--- src/rtl/iir_pkg.sv ---
// rtl/iir_pkg.sv - shared constants and range helper for the biquad IIR filter
// Coefficient slot indices, the widest intermediate result width, and
// sat_or_wrap(), which range-checks a full-precision result against an
// OUT_W-bit signed output and either clamps it or leaves it for wrapping.
package iir_pkg;

   localparam int COEF_B0 = 0;
   localparam int COEF_B1 = 1;
   localparam int COEF_B2 = 2;
   localparam int COEF_A1 = 3;
   localparam int COEF_A2 = 4;
   localparam int NCOEF   = 5;

   // Widest shifted accumulator the helper accepts
   localparam int Y_MAX_W = 64;

   typedef struct packed {
      logic               ovf;
      logic [Y_MAX_W-1:0] value;
   } sat_res_t;

   // value holds the clamped result when sat_en is set; otherwise it is
   // y_full untouched and the caller keeps the low out_w bits (wrap).
   function automatic sat_res_t sat_or_wrap(input logic signed [Y_MAX_W-1:0] y_full,
                                            input logic                      sat_en,
                                            input int                        out_w);
      logic signed [Y_MAX_W-1:0] hi;
      logic signed [Y_MAX_W-1:0] lo;
      sat_res_t                  r;
      hi      = (64'sd1 <<< (out_w - 1)) - 64'sd1;
      lo      = ~hi;
      r.ovf   = (y_full > hi) || (y_full < lo);
      r.value = y_full;
      if (sat_en && r.ovf) begin
         r.value = (y_full > hi) ? hi : lo;
      end
      return r;
   endfunction

endpackage

--- src/rtl/iir_shift_sat.sv ---
// rtl/iir_shift_sat.sv - Q-format rescale plus saturate/wrap of an accumulator
// Ports:
//   acc    in  ACC_W  signed full-precision accumulator
//   sat_en in  1      1 = clamp to the OUT_W range, 0 = two's-complement wrap
//   y      out OUT_W  rescaled, range-limited result
//   ovf    out 1      rescaled result did not fit in OUT_W bits
module iir_shift_sat
   import iir_pkg::*;
#(
   parameter int ACC_W     = 27,
   parameter int COEF_FRAC = 6,
   parameter int OUT_W     = 16
) (
   input  logic signed [ACC_W-1:0] acc,
   input  logic                    sat_en,
   output logic signed [OUT_W-1:0] y,
   output logic                    ovf
);

   logic signed [ACC_W-1:0] y_full;
   sat_res_t                res;

   always_comb begin
      // Arithmetic shift floors toward minus infinity
      y_full = acc >>> COEF_FRAC;
      res    = sat_or_wrap(Y_MAX_W'(y_full), sat_en, OUT_W);
      y      = OUT_W'(res.value);
      ovf    = res.ovf;
   end

endmodule

--- src/rtl/iir_biquad_mc.sv ---
// rtl/iir_biquad_mc.sv - multichannel direct-form-I biquad IIR, 2-stage pipeline
// Ports:
//   clk, rst                    clock, synchronous active-high reset
//   in_valid/in_ready           sample handshake; in_ch selects the channel,
//                               in_data is the signed sample x[n]
//   cfg_we/cfg_ch/cfg_idx/cfg_data   coefficient write (0=b0 1=b1 2=b2 3=a1 4=a2)
//   sat_en                      1 = saturate, 0 = wrap the output
//   clr_we/clr_ch               zero the history of one channel
//   out_valid/out_ch/out_data/out_ovf   one-cycle result strobe and result
module iir_biquad_mc
   import iir_pkg::*;
#(
   parameter int DATA_W    = 8,
   parameter int COEF_W    = 8,
   parameter int COEF_FRAC = 6,
   parameter int OUT_W     = 16,
   parameter int NCH       = 4,
   parameter int CH_W      = (NCH > 1) ? $clog2(NCH) : 1
) (
   input  logic                     clk,
   input  logic                     rst,
   input  logic                     in_valid,
   output logic                     in_ready,
   input  logic [CH_W-1:0]          in_ch,
   input  logic signed [DATA_W-1:0] in_data,
   input  logic                     cfg_we,
   input  logic [CH_W-1:0]          cfg_ch,
   input  logic [2:0]               cfg_idx,
   input  logic signed [COEF_W-1:0] cfg_data,
   input  logic                     sat_en,
   input  logic                     clr_we,
   input  logic [CH_W-1:0]          clr_ch,
   output logic                     out_valid,
   output logic [CH_W-1:0]          out_ch,
   output logic signed [OUT_W-1:0]  out_data,
   output logic                     out_ovf
);

   localparam int              ACC_W = OUT_W + COEF_W + 3;
   localparam logic [CH_W:0]   NCH_L = (CH_W + 1)'(NCH);

   // Per-channel coefficients and history
   logic signed [COEF_W-1:0] coef [NCH][NCOEF];
   logic signed [DATA_W-1:0] x1 [NCH];
   logic signed [DATA_W-1:0] x2 [NCH];
   logic signed [OUT_W-1:0]  y1 [NCH];
   logic signed [OUT_W-1:0]  y2 [NCH];

   // Stage 1 registers
   logic                     s1_valid;
   logic [CH_W-1:0]          s1_ch;
   logic signed [DATA_W-1:0] s1_x;
   logic signed [ACC_W-1:0]  s1_p [NCOEF];

   logic                     in_ok, cfg_ok, clr_ok, accept;
   logic [CH_W-1:0]          rd_ch;
   logic signed [ACC_W-1:0]  prod [NCOEF];
   logic signed [ACC_W-1:0]  acc;
   logic signed [OUT_W-1:0]  y_res;
   logic                     y_ovf;

   assign in_ok  = {1'b0, in_ch}  < NCH_L;
   assign cfg_ok = {1'b0, cfg_ch} < NCH_L;
   assign clr_ok = {1'b0, clr_ch} < NCH_L;

   // A channel sitting in stage 1 has not written its history back yet, so a
   // second sample for it must wait one cycle. Out-of-range channels are
   // never in stage 1 and are therefore always accepted, then dropped.
   assign in_ready = !rst && !(s1_valid && s1_ch == in_ch);
   assign accept   = in_valid && in_ready && in_ok;
   assign rd_ch    = in_ok ? in_ch : '0;

   // Operands are widened to ACC_W first so each product is full precision
   always_comb begin
      prod[COEF_B0] = ACC_W'(coef[rd_ch][COEF_B0]) * ACC_W'(in_data);
      prod[COEF_B1] = ACC_W'(coef[rd_ch][COEF_B1]) * ACC_W'(x1[rd_ch]);
      prod[COEF_B2] = ACC_W'(coef[rd_ch][COEF_B2]) * ACC_W'(x2[rd_ch]);
      prod[COEF_A1] = ACC_W'(coef[rd_ch][COEF_A1]) * ACC_W'(y1[rd_ch]);
      prod[COEF_A2] = ACC_W'(coef[rd_ch][COEF_A2]) * ACC_W'(y2[rd_ch]);
   end

   // Feedback terms are added; callers negate a1/a2 for the textbook form
   assign acc = s1_p[COEF_B0] + s1_p[COEF_B1] + s1_p[COEF_B2]
              + s1_p[COEF_A1] + s1_p[COEF_A2];

   iir_shift_sat #(
      .ACC_W     (ACC_W),
      .COEF_FRAC (COEF_FRAC),
      .OUT_W     (OUT_W)
   ) u_shift_sat (
      .acc    (acc),
      .sat_en (sat_en),
      .y      (y_res),
      .ovf    (y_ovf)
   );

   always_ff @(posedge clk) begin
      if (rst) begin
         for (int c = 0; c < NCH; c++) begin
            for (int k = 0; k < NCOEF; k++) begin
               coef[c][k] <= '0;
            end
            x1[c] <= '0;
            x2[c] <= '0;
            y1[c] <= '0;
            y2[c] <= '0;
         end
         for (int k = 0; k < NCOEF; k++) begin
            s1_p[k] <= '0;
         end
         s1_valid  <= 1'b0;
         s1_ch     <= '0;
         s1_x      <= '0;
         out_valid <= 1'b0;
         out_ch    <= '0;
         out_data  <= '0;
         out_ovf   <= 1'b0;
      end else begin
         // Stage 1 has already sampled the old coefficient on this edge
         if (cfg_we && cfg_ok && cfg_idx < 3'(NCOEF)) begin
            coef[cfg_ch][cfg_idx] <= cfg_data;
         end

         s1_valid <= accept;
         if (accept) begin
            s1_ch <= in_ch;
            s1_x  <= in_data;
            for (int k = 0; k < NCOEF; k++) begin
               s1_p[k] <= prod[k];
            end
         end

         out_valid <= s1_valid;
         if (s1_valid) begin
            out_ch          <= s1_ch;
            out_data        <= y_res;
            out_ovf         <= y_ovf;
            x2[s1_ch]       <= x1[s1_ch];
            x1[s1_ch]       <= s1_x;
            y2[s1_ch]       <= y1[s1_ch];
            y1[s1_ch]       <= y_res;
         end

         // Placed last so a clear overrides a same-edge history update
         if (clr_we && clr_ok) begin
            x1[clr_ch] <= '0;
            x2[clr_ch] <= '0;
            y1[clr_ch] <= '0;
            y2[clr_ch] <= '0;
         end
      end
   end

endmodule

--- config.mk ---
export PLATFORM = sky130hd
export DESIGN_NAME = iir_biquad_mc
export DESIGN_NICKNAME = d
export VERILOG_FILES = /design/src/rtl/iir_pkg.sv /design/src/rtl/iir_shift_sat.sv /design/src/rtl/iir_biquad_mc.sv
export SDC_FILE = /design/constraint.sdc
export NUM_CORES = 2
export LEC_CHECK = 0
export BUFFER_PORTS_ARGS = -buffer_cell sky130_fd_sc_hd__buf_2
export CORE_ASPECT_RATIO = 0.7
export CORE_MARGIN = 2
export CORE_UTILIZATION = 55
export DETAILED_ROUTE_END_ITERATION = 6
export PLACE_DENSITY = 0.71
export SYNTH_ARGS = -nofsm -noshare
export SYNTH_HDL_FRONTEND = slang
export SYNTH_SLANG_ARGS = --single-unit
export TNS_END_PERCENT = 5
--- constraint.sdc ---
create_clock -name clk -period 11.9 [get_ports clk]
set_input_delay 2.38 -clock clk [delete_from_list [all_inputs] [get_ports clk]]
set_output_delay 2.38 -clock clk [all_outputs]
set_load 0.1 [all_outputs]
* After elaboration in Yosys (flattened, before gate mapping)
Memory sizes are Yosys's and may differ from the RTL's. A register that Yosys moved wholly into a read port is not among the register bits.
Index checks and enable logic that the tools add are counted.
** Word-level totals
- Flip-flop bits (word level) :: 31
- Bits in writable memories :: 487
- Bits of input ports :: 31
- Output and inout port bits :: 21
- Word-level logic and storage cells :: 106
- Memories :: 6
** Memories
- coef :: depth 4, bits a word 40, rd ports 1, clocked after memory_dff 0, write ports 4, RTL line iir_biquad_mc.sv:43 : logic signed [COEF_W-1:0] coef [NCH][NCOEF];
- s1_p :: depth 5, bits a word 27, rd ports 5, clocked after memory_dff 0, write ports 5, RTL line iir_biquad_mc.sv:53 : logic signed [ACC_W-1:0] s1_p [NCOEF];
- y1 :: depth 4, bits a word 16, rd ports 2, clocked after memory_dff 1, write ports 4, RTL line iir_biquad_mc.sv:46 : logic signed [OUT_W-1:0] y1 [NCH];
- y2 :: depth 4, bits a word 16, rd ports 1, clocked after memory_dff 0, write ports 4, RTL line iir_biquad_mc.sv:47 : logic signed [OUT_W-1:0] y2 [NCH];
- x1 :: depth 4, bits a word 8, rd ports 2, clocked after memory_dff 1, write ports 4, RTL line iir_biquad_mc.sv:44 : logic signed [DATA_W-1:0] x1 [NCH];
- x2 :: depth 4, bits a word 8, rd ports 1, clocked after memory_dff 0, write ports 4, RTL line iir_biquad_mc.sv:45 : logic signed [DATA_W-1:0] x2 [NCH];
** Cells by class
- Add/subtract/negate cells :: 4
- $mul :: 5
- Order comparisons :: 5
- Eq/ne operators :: 1
- Mux-type cells :: 54
- Bitwise gates (word level) :: 6
- Reductions and logical operators :: 18
** Operator list (number)
- $mux W27 :: 5
- $mux W40 :: 3
- $add A27 B27 Y27 :: 4
- $mux W16 :: 6
- $reduce_or A16 Y1 :: 4
- $mul A8 B16 Y24 :: 2
- $mul A8 B8 Y16 :: 3
- $mux W8 :: 5
- $reduce_or A40 Y1 :: 1
- $reduce_or A8 Y1 :: 4
- $mux W2 :: 13
- $demux W8 S3 :: 1
- $gt A21 B16 Y1 const B :: 1
- $lt A21 B16 Y1 const B :: 1
- $mux W1 :: 21
- $logic_and A1 B1 Y1 :: 6
- $or A1 B1 Y1 :: 5
- $ge A4 B4 Y1 const B :: 1
- $lt A4 B1 Y1 const B :: 1
- $not A3 Y4 :: 1
- $lt A3 B3 Y1 const B :: 1
- $eq A2 B2 Y1 :: 1
- $logic_not A1 Y1 :: 2
- $logic_or A1 B1 Y1 :: 1

* Logic depth before layout (Yosys ltp)
An unclocked memory read counts as a cell.
- Depth in word-level cells :: 10
- Gate-level depth with buffers :: 24

* Hierarchy
Synthesis repeated with hierarchy kept, for this count alone.
** Unflattened totals
- Cells, all modules :: 3787
- Area, all modules :: 39432.8 um^2
** By module, submodules not included
- iir_biquad_mc :: instances 1, cells each 3721, area an instance 38992.4 um^2, seq. area each 12191.7 um^2
- iir_shift_sat :: instances 1, cells each 66, area an instance 440.4 um^2, seq. area each 0.0 um^2

* Worst setup path after synthesis
No wires, ideal clock.
- Path kind :: in2reg
- From :: in in_ch[0]
- To :: mem s1_p[4][22], in the netlist s1_p[0][130], data pin
- Library setup time :: 0.266 ns
- Data arrival time :: 8.541 ns
- Data required time :: 11.634 ns
- Setup slack :: 3.093 ns
- Stages :: 22
- Cells stage by stage :: clkbuf_1 -> buf_1 -> buf_1 -> mux4_2 -> and2_1 -> fa_1 -> inv_1 -> fa_1 -> fa_1 -> fa_1 -> inv_1 -> ha_1 -> nor2b_1 -> o21ai_0 -> a21boi_0 -> o211ai_1 -> a21oi_1 -> o31ai_1 -> o2111ai_1 -> o31ai_1 -> xor2_1 -> nor2_1
** RTL lines
- start, declared :: RTL line iir_biquad_mc.sv:24 : input logic [CH_W-1:0] in_ch,
- end, declared :: RTL line iir_biquad_mc.sv:53

==> impl_metrics.yaml <==
timing:
  setup_ws_ns: 3.15
  period_share_pct: 73.6
  rsz0062_at_grt: "no"
  fmax_ghz: 0.114
  hold_viol: 0
  finClkSkew_ns: 0.0183
  maxSlewHeadroom_pct: 13.5
  fin_setup_tns_ns: 0
  worstMarginPinSlew_ns: 1.29
  setup_viol: 0
  slew_violations: 0
  period_minus_slack_ns: 8.75
route:
  vias: 26900
  finalWirelength_mm: 102
  viasPerCell: 5.71
  drt_iter0_markers: 2766
  drc: 0
  routedWlPerCell_um: 21.5
  ant_nets: 0
  drtPass1Iterations: 6
critical_path:
  path_cells: "buf_6 -> buf_4 -> mux4_2 -> and2_1 -> ha_1 -> inv_1 -> fa_1 -> fa_1 -> fa_1 -> inv_1 -> ha_1 -> nor2b_1 -> o21ai_0 -> a21boi_0 -> o211ai_1 -> a21oi_1 -> o31ai_1 -> o2111ai_1 -> o31ai_1 -> xor2_1 -> nor2_1"
  r2r-start: "s1_p[0][53]"
  reg2reg_to: "y1[3][12]"
  rr_worst_depth: 14
  max_stage_delay_ns: 0.73
  slowest_stage: "mux4_2"
  cp.arrival_ns: 9.11
  setup.worst_path.start_class: "input port"
  cp-startpoint: "in_ch[0]"
  cp_num_buf_inv: 4
  crit_family: "adder cells"
  cp-end-kind: "flop"
  path_max_fanout: 55
  crit_required_ns: 12.26
  cp_common_cell: "fa_1"
  rrSetupSlack_ns: 5.30
  critPathKind: "input port to flop"
grt:
  grt.total_usage_pct: 28.4
  grt_start_max_net_pins: 73
  antenna_found_initial: 4
  grt_pass1_wl_mm: 157
  grt_pass1_vias: 26500
  gr-total-overflow: 0
clock_network:
  cts-root-buf: "clkbuf_16"
  postCtsHoldBufs: 0
  cts_buffers: 49
  cts_tree: "yes"
  clock_latency_ns: 0.62
  cts_resized: 0
  clockBufferDepth: 3
  cts_setup_buffers: 0
  path_clk_slew_ns: 0.06
  cts.sinks: 481
  cts_max_level: 2
floorplan:
  dieWidth_um: 323
  die_y_um: 227
  ios: 52
  rows: 81
  initial_core_util_pct: 55.8
  dieArea_um2: 73400
  core_area_um2: 70100
worst_hold_path:
  hold_path.class: "flop to flop"
  worstHoldStart: "out_data[14]"
  min_path_cells: 2
  whs_endpoint: "out_data[14]"
synth:
  syn_inst: 3747
  ys_types: 72
  ys_warn_count: 0
  ys_seq_area_share_pct: 31.1
  synth_edf_count: 256
  ys_ff_latch: 481
  synth_area_per_cell_um2: 10.5
  synth_flop_cell: "edfxtp_1"
  syn_area_um2: 39200
  async_flop_share_pct: 0
  syn-num-nets: 4414
layout:
  fillers: 5911
  layout_common_cells: "inv_1 (624), fa_1 (434), and2_1 (426), edfxtp_1 (256), nand2_1 (248)"
  fin_nets: 4391
  final_cells: 4718
  drive_gt1_share_pct: 8.85
  antenna_cells: 0
  area.growth.synth_to_final_pct: 7.19
  final_common_cell: "inv_1"
placement:
  post-dp-hpwl_mm: 76.1
  gp_congestion: 0.907
  io_buffers: 51
  pre_cts_ws_ns: 2.54
  placed_cells: 4626
pwr:
  internal-power_uw: 4700
  cellPowerDensity_nw_per_um2: 214
  cellLeakagePower_uw: 0.0178
  power_frac_comb_pct: 59.2
  irDropWorstVdd_v: 0.000367
  net-switching-power_uw: 4280
  clkPwrFrac_pct: 17.8
  p_seq_share_pct: 23.0
  p_sw_share_pct: 47.7
outcome:
  outcome: "completed"
job:
  drv_cap: 0
## cell usage after synthesis, drive strengths merged, types with 3 or more instances
cell / number / area (um2)
inv: 625 / 2350
fa: 434 / 8690
and2: 426 / 2670
edfxtp: 256 / 7690
nand2: 249 / 935
dfxtp: 225 / 4500
nor2: 214 / 803
ha: 202 / 2530
a21oi: 155 / 776
clkbuf: 127 / 477
mux4: 112 / 2520
nor3b: 80 / 601
nand2b: 65 / 407
xnor2: 65 / 577
o21ai: 60 / 308
nor3: 55 / 295
nand3b: 41 / 308
a221o: 38 / 380
and3: 32 / 200
buf: 28 / 124
xor2: 26 / 228
a22oi: 25 / 188
nand3: 22 / 115
or2: 22 / 138
nor2b: 18 / 113
o21a: 16 / 120
a21o: 15 / 113
a211o: 12 / 105
o221a: 11 / 124
a21boi: 9 / 67.6
a31oi: 8 / 65.1
o41ai: 8 / 77.6
a211oi: 7 / 52.6
mux2i: 6 / 60.1
o21bai: 6 / 45.0
o22ai: 5 / 31.3
or3: 5 / 31.3
nor4: 4 / 40.0
o211ai: 4 / 30.0
o31ai: 4 / 43.8
nand4: 3 / 18.8
## power groups by stage
stage                     clock network (uW)  registers [uW]  logic, uW
after CTS                               1610            2060       5190
after floorplan                            0            2150       3570
after global placement                     0            2090       5090
after global routing                    1670            2080       5860
after detailed placement                   0            2100       5160
final                                   1600            2070       5320
## final cells by class
type                            instances  area, um2  area share (%)
Sequential cell                       481      12200            29.0
Clock inverter                         26        228           0.543
Multi-Input combinational cell       2486      24100            57.4
Clock buffer                           65       1400            3.34
Inverter                              625       2350            5.59
Tap cell                              954       1190            2.84
Timing Repair Buffer                   81        512            1.22
## worst max-delay path by stage
stage / slack [ns] / end / cells after the start
floorplan: 3.09 / s1_p[0][130] / 22
CTS: 3.18 / s1_p[0][130] / 21
global route: 2.69 / s1_p[0][130] / 21
finish: 3.15 / s1_p[0][130] / 21
detailed placement: 2.54 / s1_p[0][130] / 21
global placement: 2.73 / s1_p[0][130] / 21
## cell families (layout without fill, tap and decap cells)
logic type / after synthesis / after routing / share of synthesized area [%]
adders and majority gates: 636 / 636 / 28.6
DFF: 481 / 481 / 31.1
buffers and inverters: 780 / 797 / 7.52
and+or+nand+nor: 1240 / 1240 / 17.1
xor gates and xnor gates: 91 / 91 / 2.05
AOI/OAI and AO/OA: 401 / 401 / 6.93
muxes: 118 / 118 / 6.59
## worst min-delay path, cell delays in order (launching register included)
cell and delay [ns]:
dfxtp_1 0.32, nand2_1 0.04, o21ai_0 0.05
## state kept, by name (all words and copies together), names as in the netlist, named ones only
name	flops
coef	160
out_ch	2
out_data	16
out_ovf	1
out_valid	1
s1_ch	2
s1_p	96
s1_valid	1
s1_x	8
x1	32
x2	32
y1	64
y2	64
## metrics by stage
| stage | hold WS [ns] | util [%] | cell area (um2) | total power [uW] |
|---|---|---|---|---|
| floorplan | 0.432 | - | 39200 | 5720 |
| global placement | 0.432 | 57.5 | 40300 | 7180 |
| detailed placement | 0.437 | 57.5 | 40300 | 7260 |
| CTS | 0.452 | 59.8 | 41900 | 8860 |
| global route | 0.483 | 59.9 | 42000 | 9620 |
| finish | 0.451 | 59.9 | 42000 | 8980 |
## routing by layer
metal  GRT usage [%]  vias to the layer above  routed length, um
li1                -                    12200                  -
met2            40.2                     1213              41600
met5               0                        -                  0
met3            10.0                      146              12600
met4            7.17                        0               2380
met1            41.7                    13400              45000
Note: power is estimated with default switching activity, not from simulation.
